--- src/rtl/fetch_pc_sequencer.sv ---
// Fetch PC sequencer: round-robin multi-thread fetch address generator.
// Tracks per-thread PC/PID/TID and tags each fetch bundle with a major ID.
module fetch_pc_sequencer #(
   parameter int addressWidth = 64,
   parameter int bundleInsts = 4,
   parameter int numThreads = 2,
   parameter int PidSize = 32,
   parameter int TidSize = 64,
   parameter int instructionCounterWidth = 64,
   parameter logic [addressWidth-1:0] resetVector = '0,
   localparam int TW = (numThreads > 1) ? $clog2(numThreads) : 1,
   localparam int CW = $clog2(bundleInsts + 1)
) (
   input  logic                               clock_i,
   input  logic                               reset_i,
   input  logic                               stall_i,
   input  logic [numThreads-1:0]              threadEnable_i,
   input  logic                               redirectEn_i,
   input  logic [TW-1:0]                      redirectThread_i,
   input  logic [addressWidth-1:0]            redirectAddress_i,
   input  logic                               incEnable_i,
   input  logic [CW-1:0]                      incCount_i,
   input  logic                               pidWriteEn_i,
   input  logic                               tidWriteEn_i,
   input  logic [TW-1:0]                      idThread_i,
   input  logic [PidSize-1:0]                 pid_i,
   input  logic [TidSize-1:0]                 tid_i,
   output logic                               fetchValid_o,
   output logic [addressWidth-1:0]            fetchAddress_o,
   output logic [TW-1:0]                      fetchThread_o,
   output logic [PidSize-1:0]                 fetchPid_o,
   output logic [TidSize-1:0]                 fetchTid_o,
   output logic [instructionCounterWidth-1:0] fetchMajId_o
);

   localparam logic [addressWidth-1:0] STEP =
      addressWidth'(4 * bundleInsts);
   localparam logic [instructionCounterWidth-1:0] BINC =
      instructionCounterWidth'(bundleInsts);
   localparam logic [addressWidth-1:0] ALIGN_MASK =
      ~addressWidth'(3);

   logic [addressWidth-1:0]            pc_q [numThreads];
   logic [addressWidth-1:0]            pc_d [numThreads];
   logic [PidSize-1:0]                 pid_q [numThreads];
   logic [TidSize-1:0]                 tid_q [numThreads];
   logic [TW-1:0]                      rr_q;
   logic [instructionCounterWidth-1:0] cnt_q;

   logic [numThreads-1:0] elig;
   logic                  any_elig;
   logic [TW-1:0]         sel;
   logic                  issue;
   logic                  drop_held;
   logic [addressWidth-1:0] inc_addr;
   logic [addressWidth-1:0] redir_addr;

   // A thread being redirected this cycle must not issue from its stale PC.
   always_comb begin
      elig = '0;
      for (int t = 0; t < numThreads; t++) begin
         elig[t] = threadEnable_i[t] &&
            !(redirectEn_i && (redirectThread_i == TW'(t)));
      end
   end

   assign any_elig = |elig;

   // Scan from farthest to nearest so the nearest candidate wins.
   always_comb begin
      sel = '0;
      for (int k = numThreads; k >= 1; k--) begin
         for (int t = 0; t < numThreads; t++) begin
            if (elig[t] && (t == ((int'(rr_q) + k) % numThreads))) begin
               sel = TW'(t);
            end
         end
      end
   end

   assign issue = !stall_i && !incEnable_i && any_elig;

   assign drop_held = stall_i && fetchValid_o && redirectEn_i &&
      (redirectThread_i == fetchThread_o);

   assign inc_addr = fetchAddress_o + addressWidth'({incCount_i, 2'b00});
   assign redir_addr = redirectAddress_i & ALIGN_MASK;

   // Redirect is applied last so it overrides a partial-bundle correction.
   always_comb begin
      for (int t = 0; t < numThreads; t++) begin
         pc_d[t] = pc_q[t];
         if (issue && (sel == TW'(t))) begin
            pc_d[t] = pc_q[t] + STEP;
         end
         if (incEnable_i && (fetchThread_o == TW'(t))) begin
            pc_d[t] = inc_addr;
         end
         if (redirectEn_i && (redirectThread_i == TW'(t))) begin
            pc_d[t] = redir_addr;
         end
      end
   end

   always_ff @(posedge clock_i) begin
      if (reset_i) begin
         for (int t = 0; t < numThreads; t++) begin
            pc_q[t]  <= resetVector;
            pid_q[t] <= '0;
            tid_q[t] <= '0;
         end
         rr_q           <= TW'(numThreads - 1);
         cnt_q          <= '0;
         fetchValid_o   <= 1'b0;
         fetchAddress_o <= '0;
         fetchThread_o  <= '0;
         fetchPid_o     <= '0;
         fetchTid_o     <= '0;
         fetchMajId_o   <= '0;
      end else begin
         for (int t = 0; t < numThreads; t++) begin
            pc_q[t] <= pc_d[t];
            if (pidWriteEn_i && (idThread_i == TW'(t))) begin
               pid_q[t] <= pid_i;
            end
            if (tidWriteEn_i && (idThread_i == TW'(t))) begin
               tid_q[t] <= tid_i;
            end
         end
         if (stall_i) begin
            if (drop_held) begin
               fetchValid_o <= 1'b0;
            end
         end else if (issue) begin
            fetchValid_o   <= 1'b1;
            fetchAddress_o <= pc_q[sel];
            fetchThread_o  <= sel;
            fetchPid_o     <= pid_q[sel];
            fetchTid_o     <= tid_q[sel];
            fetchMajId_o   <= cnt_q;
            rr_q           <= sel;
            cnt_q          <= cnt_q + BINC;
         end else begin
            fetchValid_o <= 1'b0;
         end
      end
   end

endmodule

--- config.mk ---
export PLATFORM = sky130hd
export DESIGN_NAME = fetch_pc_sequencer
export DESIGN_NICKNAME = d
export VERILOG_FILES = /design/src/rtl/fetch_pc_sequencer.sv
export SDC_FILE = /design/constraint.sdc
export NUM_CORES = 1
export LEC_CHECK = 0
export CORE_ASPECT_RATIO = 2
export CORE_MARGIN = 2
export CORE_UTILIZATION = 40
export DETAILED_ROUTE_END_ITERATION = 12
export PLACE_DENSITY = 0.73
export SLEW_MARGIN = 30
export SYNTH_ARGS = -nofsm -noshare
export SYNTH_HDL_FRONTEND = slang
export SYNTH_SLANG_ARGS = --single-unit
--- constraint.sdc ---
create_clock -name clock_i -period 4.17 [get_ports clock_i]
set_input_delay 0.834 -clock clock_i [delete_from_list [all_inputs] [get_ports clock_i]]
set_output_delay 0.834 -clock clock_i [all_outputs]
set_load 0.05 [all_outputs]
== Word-level counts from Yosys, hierarchy flattened ==
Memories as Yosys holds them, arrays and structs flattened. A register that Yosys moved wholly into a read port is not among the register bits.
Index checks and enable logic that the tools add are counted.
Widths: inputs -> output; s select.

* Memories kept: 3
* Bits in registers: 131
* Bits in writable memories: 320
* Input bits: 174
* Word-level logic and storage cells: 91

{| class="wikitable"
|+ Memories
! memory !! words !! width !! rd ports !! clocked after Yosys merged registers in !! wr ports !! line !! RTL
|-
| pc_q || 2 || 64 || 3 || 1 || 2 || 43 || <nowiki>logic [addressWidth-1:0] pc_q [numThreads];</nowiki>
|-
| tid_q || 2 || 64 || 1 || 1 || 2 || 46 || <nowiki>logic [TidSize-1:0] tid_q [numThreads];</nowiki>
|-
| pid_q || 2 || 32 || 1 || 1 || 2 || 45 || <nowiki>logic [PidSize-1:0] pid_q [numThreads];</nowiki>
|}

* $add $sub $neg: 6
* Bitwise gates (word level): 13
* Multiplexer cells: 33
* Reductions and logical operators: 27
* Equal/unequal tests: 4

{| class="wikitable"
|+ Operators with widths
! kind !! number
|-
| $mux 64 || 10
|-
| $add 64x5->64 const B || 2
|-
| $add 64x3->64 const B || 1
|-
| $add 64x5->64 || 1
|-
| $mux 32 || 2
|-
| $logic_not 32->1 || 1
|-
| $mux 1 || 21
|-
| $logic_and 1x1->1 || 20
|-
| $or 1x1->1 || 6
|-
| $not 1->1 || 5
|-
| $eq 2x2->1 const A || 2
|-
| $logic_not 1->1 || 4
|-
| $add 1x1->1 const B || 2
|-
| $and 1x1->1 const A || 2
|-
| $ne 2x1->1 const B || 1
|-
| $reduce_and 2->1 || 1
|-
| $reduce_or 2->1 || 1
|-
| $eq 1x1->1 || 1
|}

== Depth between registers and ports, before layout ==
* Depth after elaboration: 13
* Mapped depth: 11
* Depth with buffers taken out: 10

== Worst setup path before layout ==
OpenSTA, ideal clock, no wires.

* Path type: input to register
* Start: input port reset_i
* End: memory tid_q[0][0], enable pin
* Arrival time: 3.028 ns
* Data required time: 3.749 ns
* Slack: 0.722 ns
* Library setup time: 0.421 ns
* Stages: 4
* Cell sequence: clkbuf_1 clkbuf_1 clkbuf_1 a21o_1

{| class="wikitable"
|+ RTL lines
! what !! line !! RTL
|-
| start, declared || 15 || <nowiki>input logic reset_i,</nowiki>
|-
| end, declared || 46 ||
|}

==> flow_metrics.env <==
export IMPL_grt_ovfl_total=0
export IMPL_critPathMaxStageDelay_ns=0.46
export IMPL_routed_via_density=6.164
export IMPL_cts_buffers=54
export IMPL_worst_pin_slew_ns=1.092
export IMPL_clk_latency_ns=0.65
export IMPL_via_count=26330
export IMPL_relSlewSlack_pct=26.91
export IMPL_ctsHoldBuffers=0
export IMPL_grt_pass1_vias=25870
export IMPL_ctsResizeCount=0
export IMPL_m1WireLength_um=36800
export IMPL_rows=136
export IMPL_place_congestion=0.9858
export IMPL_cts_buffer_depth=3
export IMPL_synth_distinct_cells=81
export IMPL_synth_async_reset_ratio_pct=0
export IMPL_die_h_um=376.4
export IMPL_p_per_area_nw_per_um2=391.5
export IMPL_fin_nets=3511
export IMPL_fin_crit_sh_pct=82.15
export IMPL_drt_total_wl_um=107600
export IMPL_io_pins=400
export IMPL_synthCells=2989
export IMPL_crit_end="pc_q[1][42]"
export IMPL_pre_cts_slack_ns=0.2204
export IMPL_grt_use_total_pct=29.35
export IMPL_cts_setup_buffers=0
export IMPL_yosys_most_used_dff="dfxtp_1"
export IMPL_grt_pass1_wl_um=158300
export IMPL_path_delay_family="buffers and inverters"
export IMPL_cp_data_arrival_time_ns=3.91
export IMPL_end_kind="flip-flop"
export IMPL_setup_slack_ns=0.7445
export IMPL_die_w_um=190.2
export IMPL_dr_wl_met2_um=51630
export IMPL_dieArea_um2=71590
export IMPL_crit_fanout=4
export IMPL_criticalPathCategory="input pin to flip-flop"
export IMPL_cts_root_buf="clkbuf_16"
export IMPL_area_growth_pct=26.21
export IMPL_final_common_cell="dfxtp_1"
export IMPL_fin_tns_setup_ns=0
export IMPL_antenna_found_initial=11
export IMPL_status="complete, no violations"
export IMPL_drt_first_pass_iters=8
export IMPL_finalClockSkew_ns=0.01922
export IMPL_met3_length_um=10300
export IMPL_yosysTopAreaCellShare_pct=29.95
export IMPL_drc=0
export IMPL_postSynthAreaPerCell_um2=9.279
export IMPL_ys_warn_count=0
export IMPL_synth_edf_count=192
export IMPL_vdd_drop_max_v=0.0003947
export IMPL_synth_area_leaders="dfxtp_1 (30%), edfxtp_1 (21%), a222oi_1 (5.8%), nor2_1 (5.2%), nand2_1 (4.3%)"
export IMPL_r2r_start="fetchAddress_o[16]"
export IMPL_top_layer_used="met5"
export IMPL_synth_seq_cells=607
export IMPL_post_route_min_period_ns=3.425
export IMPL_drive_above_1_share_pct=7.713
export IMPL_start_util_pct=40.34
export IMPL_grt_max_degree=83
export IMPL_required_ns=4.65
export IMPL_maxCapViolations=0
export IMPL_path_cells="clkdlybuf4s50_1, ha_1, inv_1, fa_1, nor2b_1, buf_4, o211ai_1, nor4_2, buf_4, nand2_1, xnor2_1, a22oi_1, a211oi_1"
export IMPL_synth_top_area_cell="dfxtp_1"
export IMPL_post_drt_wl_per_cell_um=25.18
export IMPL_initialDrtViolationCount=2691
export IMPL_r2r_end="pc_q[1][42]"
export IMPL_path_clk_slew_ns=0.07
export IMPL_cpMostUsedCell="buf_4"
export IMPL_cts_htree_levels=2
export IMPL_reg2regPathDepth=9
export IMPL_dp_hpwl_um=73260
export IMPL_hp_class="flip-flop to flip-flop"
export IMPL_critPathLaunchType="input pin"
export IMPL_fill_cells=6374
export IMPL_rsz0062_at_grt="false"
export IMPL_final_cell_mix="dfxtp_1 (415), clkdlybuf4s50_1 (394), nor2_1 (380)"
export IMPL_io_buffers=395
export IMPL_cts_sinks=607
export IMPL_netlist_area_um2=27740
export IMPL_design_core_area_um2=68750
export IMPL_cts_tree="done"
export IMPL_ys_seq_area_share_pct=50.74
export IMPL_ant_nets=0
export IMPL_max_freq_ghz=0.2919
export IMPL_setup_violations_final=0
export IMPL_reg2reg_setup_slack_ns=0.87
export IMPL_critPathSlowestCell="clkdlybuf4s50_1"
export IMPL_finalHoldViolations=0
export IMPL_crit_buf_inv=4
export IMPL_leakage_nw=11.89
export IMPL_finalMaxSlewViolations=0
export IMPL_cp_startpoint="incCount_i[0]"
export IMPL_cp_num_cells=13
[worst min path at each step]
stage                      from          endpoint  slack [ns]  cells past startpoint
2_1_floorplan        pc_q[0][1]        pc_q[0][1]        0.44                      2
3_3_place_gp   fetchMajId_o[22]  fetchMajId_o[22]        0.44                      2
3_5_place_dp    fetchMajId_o[6]   fetchMajId_o[6]        0.45                      2
4_1_cts        fetchMajId_o[54]  fetchMajId_o[54]        0.46                      2
5_1_grt        fetchMajId_o[42]  fetchMajId_o[42]        0.47                      2
6_report       fetchMajId_o[22]  fetchMajId_o[22]        0.45                      2
[synthesized netlist by cell type (8+ instances only)]
| library cell | instances |
|---|---|
| o21ai_0 | 91 |
| dfxtp_1 | 415 |
| buf_1 | 22 |
| a222oi_1 | 160 |
| o221ai_1 | 11 |
| edfxtp_1 | 192 |
| nor3_1 | 94 |
| a211oi_1 | 45 |
| a22oi_1 | 14 |
| nand4_1 | 82 |
| and3_1 | 29 |
| a31oi_1 | 21 |
| and4_1 | 30 |
| or2_2 | 8 |
| a22o_1 | 10 |
| buf_2 | 8 |
| nor2b_1 | 8 |
| mux2i_1 | 10 |
| o31ai_1 | 11 |
| clkbuf_1 | 197 |
| a21oi_1 | 160 |
| nor2_1 | 381 |
| nor4_2 | 8 |
| inv_1 | 38 |
| and2_1 | 107 |
| or4_1 | 11 |
| nand2_1 | 321 |
| or3_1 | 23 |
| a21o_1 | 10 |
| a221oi_1 | 23 |
| o211ai_1 | 14 |
| xor2_1 | 80 |
| nand3_1 | 112 |
| o22ai_1 | 17 |
| nor4_1 | 40 |
| xnor2_1 | 79 |
[area by class of cell]
class / count / area [um^2] / share of cell area [%]
Sequential cell: 607 / 14070 / 40.20
Multi-Input combinational cell: 2114 / 12740 / 36.40
Timing Repair Buffer: 515 / 5026 / 14.36
Clock buffer: 74 / 1528 / 4.364
Tap cell: 897 / 1122 / 3.206
Clock inverter: 23 / 362.8 / 1.037
Inverter: 38 / 142.6 / 0.4075
Antenna cell: 4 / 10.01 / 0.02859
[registers in the layout, summed over array words and instances, names as in the netlist]
name            cells
pid_q              64
cnt_q              62
fetchMajId_o       62
rr_q                1
pc_q              128
fetchValid_o        1
fetchAddress_o     64
fetchThread_o       1
fetchPid_o         32
fetchTid_o         64
tid_q             128
[stage by stage]
| step | utilization, % | power [mW] | instance area, um^2 | hold slack, ns | cells |
|---|---|---|---|---|---|
| 2_1_floorplan | - | 7.649 | 27740 | 0.4357 | 2990 |
| 3_3_place_gp | 48.15 | 8.333 | 33100 | 0.4409 | 4171 |
| 3_5_place_dp | 48.15 | 8.370 | 33100 | 0.4461 | 4171 |
| 4_1_cts | 50.90 | 13.76 | 34990 | 0.4551 | 4268 |
| 5_1_grt | 50.91 | 14.11 | 35000 | 0.4690 | 4270 |
| 6_report | 50.92 | 13.70 | 35010 | 0.4517 | 4272 |
[kinds of logic after synthesis]
| kind of cell | Yosys count | share of synthesized area (%) |
|---|---|---|
| simple gates | 1281 | 22.49 |
| compound gates | 650 | 17.11 |
| fa+ha+maj | 7 | 0.3428 |
| other cells | 1 | 0.01352 |
| xor+xnor | 159 | 5.021 |
| flops | 607 | 50.74 |
| mux | 15 | 0.5639 |
| buf+inv | 269 | 3.722 |
[worst reg2reg max path: stages (launching register included)]
cell	delay [ns]
dfxtp_1	0.49
nand4_2	0.24
or4_1	0.78
buf_4	0.28
nor4_2	0.42
buf_4	0.20
nand2_1	0.06
xnor2_1	0.13
a22oi_1	0.39
a211oi_1	0.14
[power by group]
group	switching, mW	internal [mW]	total [mW]
sequential	0.260	6.43	6.69
clock	2.35	3.07	5.43
combinational	0.996	0.594	1.59
total	3.61	10.1	13.7
[per-layer routing]
layer | vias to the layer above | global-route usage [%]
met4 | 16 | 22.04
met3 | 466 | 7.487
met5 | - | 0
li1 | 11790 | -
met1 | 12500 | 31.53
met2 | 1558 | 49.30
No activity file was read; power rests on OpenSTA's default activity.
